===== src/rtl/i2s_pkg.sv =====
// Shared I2S types: master TX frame/config/state, pad bundle and bit-select helper.
package i2s_pkg;

   localparam int unsigned I2S_MAX_WORD_W = 32;
   localparam int unsigned I2S_CLKDIV_W   = 16;
   localparam int unsigned I2S_CNT_W      = $clog2(I2S_MAX_WORD_W);

   typedef struct packed {
      logic [I2S_MAX_WORD_W-1:0] sd0_l;
      logic [I2S_MAX_WORD_W-1:0] sd0_r;
      logic [I2S_MAX_WORD_W-1:0] sd1_l;
      logic [I2S_MAX_WORD_W-1:0] sd1_r;
   } i2s_tx_frame_t;

   typedef struct packed {
      logic                    en;
      logic [I2S_CLKDIV_W-1:0] clkdiv;
      logic [I2S_CNT_W-1:0]    word_len;
      logic                    lsb_first;
      logic                    sd1_en;
   } i2s_tx_cfg_t;

   typedef enum logic [1:0] {
      IDLE,
      PRIME,
      LEFT,
      RIGHT
   } i2s_tx_state_e;

   typedef struct packed {
      logic master_sck;
      logic master_sck_oe;
      logic master_ws;
      logic master_ws_oe;
      logic master_sd0;
      logic master_sd1;
   } i2s_to_pad_t;

   // Bit cnt of a right-aligned word of length word_len+1, in the chosen order.
   function automatic logic word_bit(input logic [I2S_MAX_WORD_W-1:0] word,
                                     input logic [I2S_CNT_W-1:0]      cnt,
                                     input logic [I2S_CNT_W-1:0]      word_len,
                                     input logic                      lsb_first);
      logic [I2S_CNT_W-1:0] idx;
      idx = lsb_first ? cnt : (word_len - cnt);
      return word[idx];
   endfunction

endpackage


===== src/rtl/i2s_clkgen.sv =====
// SCK generator: divider 0..clkdiv toggles SCK; sck_fall flags the cycle SCK goes 1->0.
module i2s_clkgen #(
   parameter int unsigned CLKDIV_W = 16
) (
   input  logic                clk,
   input  logic                rst,
   input  logic                en,
   input  logic [CLKDIV_W-1:0] clkdiv,
   output logic                sck,
   output logic                sck_fall
);

   logic [CLKDIV_W-1:0] div_q;
   logic                tc;

   assign tc       = (div_q == clkdiv);
   assign sck_fall = en & tc & sck;

   always_ff @(posedge clk or posedge rst) begin
      if (rst) begin
         div_q <= '0;
         sck   <= 1'b0;
      end else if (!en) begin
         div_q <= '0;
         sck   <= 1'b0;
      end else if (tc) begin
         div_q <= '0;
         sck   <= ~sck;
      end else begin
         div_q <= div_q + 1'b1;
      end
   end

endmodule


===== src/rtl/i2s_master_tx.sv =====
// Clock-master I2S transmitter: one-frame buffer feeding two serial lanes, Philips framing.
//
// state | meaning
// IDLE  | disabled, everything cleared
// PRIME | WS held high until the first SCK fall, which sends the dummy LSB
// LEFT  | shifting the left word, WS low (goes high with the left LSB)
// RIGHT | shifting the right word, WS high (goes low with the right LSB)
module i2s_master_tx
   import i2s_pkg::*;
#(
   parameter int unsigned MAX_WORD_W = I2S_MAX_WORD_W,
   parameter int unsigned CLKDIV_W   = I2S_CLKDIV_W
) (
   input  logic                          clk_i,
   input  logic                          rst_i,
   input  logic                          cfg_en_i,
   input  logic [CLKDIV_W-1:0]           cfg_clkdiv_i,
   input  logic [$clog2(MAX_WORD_W)-1:0] cfg_word_len_i,
   input  logic                          cfg_lsb_first_i,
   input  logic                          cfg_sd1_en_i,
   input  logic                          frame_valid_i,
   output logic                          frame_ready_o,
   input  logic [MAX_WORD_W-1:0]         frame_sd0_l_i,
   input  logic [MAX_WORD_W-1:0]         frame_sd0_r_i,
   input  logic [MAX_WORD_W-1:0]         frame_sd1_l_i,
   input  logic [MAX_WORD_W-1:0]         frame_sd1_r_i,
   output logic                          master_sck_o,
   output logic                          master_sck_oe_o,
   output logic                          master_ws_o,
   output logic                          master_ws_oe_o,
   output logic                          master_sd0_o,
   output logic                          master_sd1_o,
   output logic                          underrun_o
);

   i2s_tx_cfg_t          cfg;
   i2s_tx_frame_t        frame_in;
   i2s_tx_frame_t        buf_q;
   i2s_tx_frame_t        cur_q;
   i2s_tx_frame_t        load_frame;
   i2s_tx_frame_t        src;
   i2s_tx_state_e        state_q;
   i2s_to_pad_t          pad;
   logic [I2S_CNT_W-1:0] bit_cnt_q;
   logic                 ready_q;
   logic                 underrun_q;
   logic                 sck_oe_q;
   logic                 ws_q;
   logic                 ws_oe_q;
   logic                 sd0_q;
   logic                 sd1_q;
   logic                 sck;
   logic                 shift;
   logic                 accept;
   logic                 first_bit;
   logic                 last_bit;
   logic                 sd0_bit;
   logic                 sd1_bit;

   assign cfg.en          = cfg_en_i;
   assign cfg.clkdiv      = cfg_clkdiv_i;
   assign cfg.word_len    = cfg_word_len_i;
   assign cfg.lsb_first   = cfg_lsb_first_i;
   assign cfg.sd1_en      = cfg_sd1_en_i;

   assign frame_in.sd0_l  = frame_sd0_l_i;
   assign frame_in.sd0_r  = frame_sd0_r_i;
   assign frame_in.sd1_l  = frame_sd1_l_i;
   assign frame_in.sd1_r  = frame_sd1_r_i;

   i2s_clkgen #(
      .CLKDIV_W (CLKDIV_W)
   ) u_clkgen (
      .clk      (clk_i),
      .rst      (rst_i),
      .en       (cfg.en),
      .clkdiv   (cfg.clkdiv),
      .sck      (sck),
      .sck_fall (shift)
   );

   assign accept     = frame_valid_i & ready_q;
   assign first_bit  = (state_q == LEFT) && (bit_cnt_q == '0);
   assign last_bit   = (bit_cnt_q == cfg.word_len);
   // ready_q doubles as "buffer empty"; an empty buffer at load time sends silence
   assign load_frame = ready_q ? i2s_tx_frame_t'('0) : buf_q;
   assign src        = first_bit ? load_frame : cur_q;

   always_comb begin
      sd0_bit = 1'b0;
      sd1_bit = 1'b0;
      if (state_q == LEFT) begin
         sd0_bit = word_bit(src.sd0_l, bit_cnt_q, cfg.word_len, cfg.lsb_first);
         sd1_bit = word_bit(src.sd1_l, bit_cnt_q, cfg.word_len, cfg.lsb_first);
      end else if (state_q == RIGHT) begin
         sd0_bit = word_bit(src.sd0_r, bit_cnt_q, cfg.word_len, cfg.lsb_first);
         sd1_bit = word_bit(src.sd1_r, bit_cnt_q, cfg.word_len, cfg.lsb_first);
      end
   end

   always_ff @(posedge clk_i or posedge rst_i) begin
      if (rst_i) begin
         state_q    <= IDLE;
         bit_cnt_q  <= '0;
         buf_q      <= '0;
         cur_q      <= '0;
         ready_q    <= 1'b1;
         underrun_q <= 1'b0;
         sck_oe_q   <= 1'b0;
         ws_q       <= 1'b0;
         ws_oe_q    <= 1'b0;
         sd0_q      <= 1'b0;
         sd1_q      <= 1'b0;
      end else if (!cfg.en) begin
         state_q    <= IDLE;
         bit_cnt_q  <= '0;
         buf_q      <= '0;
         cur_q      <= '0;
         ready_q    <= 1'b1;
         underrun_q <= 1'b0;
         sck_oe_q   <= 1'b0;
         ws_q       <= 1'b0;
         ws_oe_q    <= 1'b0;
         sd0_q      <= 1'b0;
         sd1_q      <= 1'b0;
      end else begin
         underrun_q <= 1'b0;
         if (accept) begin
            buf_q   <= frame_in;
            ready_q <= 1'b0;
         end else if (shift && first_bit) begin
            ready_q <= 1'b1;
         end

         case (state_q)
            IDLE: begin
               state_q   <= PRIME;
               sck_oe_q  <= 1'b1;
               ws_oe_q   <= 1'b1;
               ws_q      <= 1'b1;
               bit_cnt_q <= cfg.word_len;
            end
            PRIME: begin
               if (shift) begin
                  state_q   <= LEFT;
                  ws_q      <= 1'b0;
                  sd0_q     <= 1'b0;
                  sd1_q     <= 1'b0;
                  bit_cnt_q <= '0;
               end
            end
            LEFT, RIGHT: begin
               if (shift) begin
                  sd0_q <= sd0_bit;
                  sd1_q <= sd1_bit & cfg.sd1_en;
                  if (first_bit) begin
                     cur_q      <= load_frame;
                     underrun_q <= ready_q;
                  end
                  // WS flips together with the last bit so it leads the next MSB by one SCK
                  if (last_bit) begin
                     bit_cnt_q <= '0;
                     ws_q      <= (state_q == LEFT);
                     state_q   <= (state_q == LEFT) ? RIGHT : LEFT;
                  end else begin
                     bit_cnt_q <= bit_cnt_q + 1'b1;
                  end
               end
            end
            default: state_q <= IDLE;
         endcase
      end
   end

   assign pad.master_sck    = sck;
   assign pad.master_sck_oe = sck_oe_q;
   assign pad.master_ws     = ws_q;
   assign pad.master_ws_oe  = ws_oe_q;
   assign pad.master_sd0    = sd0_q;
   assign pad.master_sd1    = sd1_q;

   assign master_sck_o    = pad.master_sck;
   assign master_sck_oe_o = pad.master_sck_oe;
   assign master_ws_o     = pad.master_ws;
   assign master_ws_oe_o  = pad.master_ws_oe;
   assign master_sd0_o    = pad.master_sd0;
   assign master_sd1_o    = pad.master_sd1;
   assign frame_ready_o   = ready_q;
   assign underrun_o      = underrun_q;

endmodule

===== config.mk =====
export PLATFORM = sky130hd
export DESIGN_NAME = i2s_master_tx
export DESIGN_NICKNAME = d
export VERILOG_FILES = /design/src/rtl/i2s_pkg.sv /design/src/rtl/i2s_clkgen.sv /design/src/rtl/i2s_master_tx.sv
export SDC_FILE = /design/constraint.sdc
export NUM_CORES = 1
export LEC_CHECK = 0
export BUFFER_PORTS_ARGS = -buffer_cell sky130_fd_sc_hd__buf_2
export CAP_MARGIN = 20
export CORE_ASPECT_RATIO = 1.25
export CORE_MARGIN = 2
export CORE_UTILIZATION = 42
export CTS_BUF_LIST = sky130_fd_sc_hd__clkbuf_8
export CTS_CLUSTER_DIAMETER = 30
export CTS_CLUSTER_SIZE = 25
export DETAILED_ROUTE_END_ITERATION = 12
export HOLD_SLACK_MARGIN = 0.06
export PLACE_DENSITY_LB_ADDON = 0.05
export RECOVER_POWER = 25
export SYNTH_ARGS = -nofsm -noshare
export SYNTH_HDL_FRONTEND = slang
export SYNTH_HIERARCHICAL = 1
export SYNTH_SLANG_ARGS = --single-unit

===== constraint.sdc =====
create_clock -name clk_i -period 21.4 [get_ports clk_i]
set_clock_uncertainty 0.15 [all_clocks]
set_input_delay 2.14 -clock clk_i [delete_from_list [all_inputs] [get_ports clk_i]]
set_output_delay 2.14 -clock clk_i [all_outputs]
set_load 0.02 [all_outputs]

==> impl_metrics.py <==
metrics = {
    "logic_synthesis": {
        "yosysUniqueCellTypes": 76,
        "ys_seq_area_share_pct": 51.5,
        "netlist.area_leader.share_pct": 51.3,
        "yosysWarnings": 6,
        "syn_area_um2": 13900,
        "syn_area_per_cell_um2": 10.9,
        "syn_inst": 1273,
        "synth.most_common_cell": "dfrtp_1",
        "synth_top_area_cell": "dfrtp_1",
        "synth_ff_type": "dfrtp_1",
        "synthArstFlopShare_pct": 100,
        "synth_edf_count": 0,
        "synth_nets": 1436,
        "netlist_top_cells_area": "dfrtp_1 51%, a22o_1 15%, clkbuf_1 2.4%",
        "ys_ff_latch": 285,
        "synth_common_cells": "284 x dfrtp_1, 243 x a22o_1, 89 x clkbuf_1, 76 x nand2_1, 49 x o21ai_0",
    },
    "timing": {
        "finalSetupViolCount": 0,
        "fin_crit_sh_pct": 28.9,
        "tightest_slew_ns": 5.78,
        "layout_setup_ws_ns": 15.21,
        "period_needed_ns": 6.19,
        "hold_viol": 0,
        "whs_ns": 0.334,
        "finalSetupTns_ns": 0,
        "drv_slew": 190,
        "rsz0062_at_grt": "false",
        "relSlewSlack_pct": -288,
        "max_freq_mhz": 162,
    },
    "clock_network": {
        "cts_hold_buf": 0,
        "path_clk_slew_ns": 0.07,
        "clkLatencyLatePin_ns": 0.63,
        "post-cts-setup-buffers": 0,
        "cts_made_buffers": 61,
        "clock-sinks": 285,
        "cts_tree": "built",
        "cts_resized": 0,
        "cts.htree.levels": 2,
        "ctsRootBufferMaster": "clkbuf_8",
        "clock_path_buffers": 3,
    },
    "placed_design": {
        "place_area_um2": 14900,
        "portBuffers": 162,
        "place_hpwl_um": 26600,
        "gp_congestion": 0.797,
        "pre_cts_slack_ns": 15.53,
    },
    "setup_path": {
        "crit_path_start_kind": "primary input",
        "r2r_start": "bit_cnt_q[0]",
        "reg2regPathDepth": 12,
        "cp-end-kind": "asynchronous set/reset pin",
        "critPathKind": "in -> async",
        "crit_arrival_ns": 6.64,
        "path_max_fanout": 126,
        "worstReg2RegEnd": "master_sd1_o",
        "cp.required_ns": 21.85,
        "regToRegSetupSlack_ns": 16.83,
    },
    "global_routing": {
        "first_global_vias": 11600,
        "antenna_found_initial": 0,
        "overflow": 0,
        "grt_max_degree": 127,
        "grtUsageTotal_pct": 25.4,
        "grt_pass1_wl_um": 69400,
    },
    "routing": {
        "ant_nets": 0,
        "drc": 0,
        "vias": 11500,
        "wl_met2_um": 20100,
        "top_layer": "met4",
        "routed_wl_um": 44000,
        "met1Wirelength_um": 19300,
        "drt_first_iter_violations": 1074,
        "avgViaCountPerCell": 6.19,
        "first_pass_iters": 5,
        "wl_per_cell_um": 23.6,
        "met3_length_um": 3050,
    },
    "final_layout": {
        "postLayoutCellArea_um2": 16300,
        "area_delta_synth_final_pct": 17.3,
        "nNetsFinal": 1557,
        "utilization_pct": 49.9,
        "drive_above_1_share_pct": 22.6,
        "n_antenna_cell": 0,
        "num-fill-cells": 3045,
        "multi_input_area_um2": 6080,
        "register_area_um2": 7130,
    },
    "power_and_ir_drop": {
        "swShare_pct": 29.9,
        "powerDensity_nw_per_um2": 86.0,
        "ir_drop_v": 0.0000711,
        "p_leak_nw": 7.33,
        "p_int_uw": 981,
        "power.switching_uw": 418,
        "clockPowerShare_pct": 47.7,
        "pwr-share-seq_pct": 41.3,
        "combPwrFrac_pct": 11.1,
    },
    "die": {
        "die_h_um": 207,
        "core_area_um2": 32600,
        "pin_count": 163,
        "fp-row-count": 74,
        "die_x_um": 166,
        "initial_core_util_pct": 42.5,
        "die-area_um2": 34500,
    },
    "status": {
        "violations": "capacitance limit, slew limit",
        "status": "finished with violations",
    },
    "hold_path": {
        "worstHoldPathType": "reg -> reg",
        "hold_start": "cur_q[73]",
        "whs_path_depth": 2,
        "hold_end": "cur_q[73]",
    },
    "run": {
        "drv_cap": 2,
    },
}
[critical path: stages]
cell	delay, ns
clkbuf_1	0.09
clkinvlp_2	3.19
buf_4	1.14
[registers in the layout, indices dropped and copies added, names as in the netlist, 2 cells and up]
name,count
bit_cnt_q,5
buf_q,128
cur_q,128
state_q,2
u_clkgen/div_q,16
[final cells by class]
class                   instances  share of cell area (%)
clock inverters                47                    3.04
flip-flops and latches        285                    43.9
clock buffers                  67                    5.67
multi-input cells             826                    37.4
repair buffers                184                    5.99
inverters                      36                   0.839
well taps                     418                    3.22
[placed cells by master, fill, tap and decap left out, types with 6 or more instances in the layout]
cell,Yosys,layout
nor3_1,13,12
xnor2_1,33,33
and4_1,6,6
nand2_1,76,76
mux4_2,7,7
clkbuf_8,0,67
a221oi_1,7,7
ha_1,7,7
a22o_1,243,243
a22oi_1,10,10
buf_2,19,160
clkinv_2,0,10
mux2i_1,8,7
a31oi_1,32,32
nor2_1,40,40
nand4_1,17,17
o21ai_0,49,49
buf_4,6,22
a311oi_1,7,7
o311ai_0,18,18
a21boi_0,9,8
inv_6,0,8
inv_1,36,36
and3_1,35,35
a211oi_1,17,17
nor2b_1,19,18
a21oi_1,33,32
inv_8,0,7
clkinvlp_4,0,7
dfrtp_1,284,284
nand3_1,41,41
clkinv_4,0,6
[worst max path at each step]
stage	slack (ns)	to	start
floorplan	11.73	bit_cnt_q[0]	rst_i
global placement	15.64	cur_q[3]	cfg_clkdiv_i[10]
detailed placement	15.53	cur_q[60]	cfg_clkdiv_i[15]
CTS	16.17	cur_q[104]	cfg_clkdiv_i[15]
global route	14.21	cur_q[109]	rst_i
finish	15.21	buf_q[120]	rst_i
[power by group through the flow]
stage                     clock [mW]  combinational, mW  sequential (mW)
after floorplan                    0             0.0959            0.578
after global placement             0              0.153            0.587
after detailed placement           0              0.154            0.587
after CTS                      0.682              0.155            0.577
after global routing           0.709              0.167            0.580
final                          0.667              0.155            0.578
[per-stage QoR]
stage	cells	total power, mW
floorplan	1273	0.673
global placement	1749	0.741
detailed placement	1749	0.741
CTS	1863	1.41
global route	1863	1.46
finish	1863	1.40
[cell families after synthesis]
kind of cell,count (synthesis),synth area share [%]
mux,18,1.98
xor+xnor,35,2.21
buf+inv,162,5.11
simple gates,271,10.2
fa+ha+maj,8,0.776
compound gates,494,28.3
flops,285,51.5
[per-layer routing]
layer  track usage, %  vias up
met4             9.84        0
li1                 -     5150
met1             35.6     5794
met5                0        -
met2             38.9      491
met3             5.01       97
(Power assumes the default switching activity.)
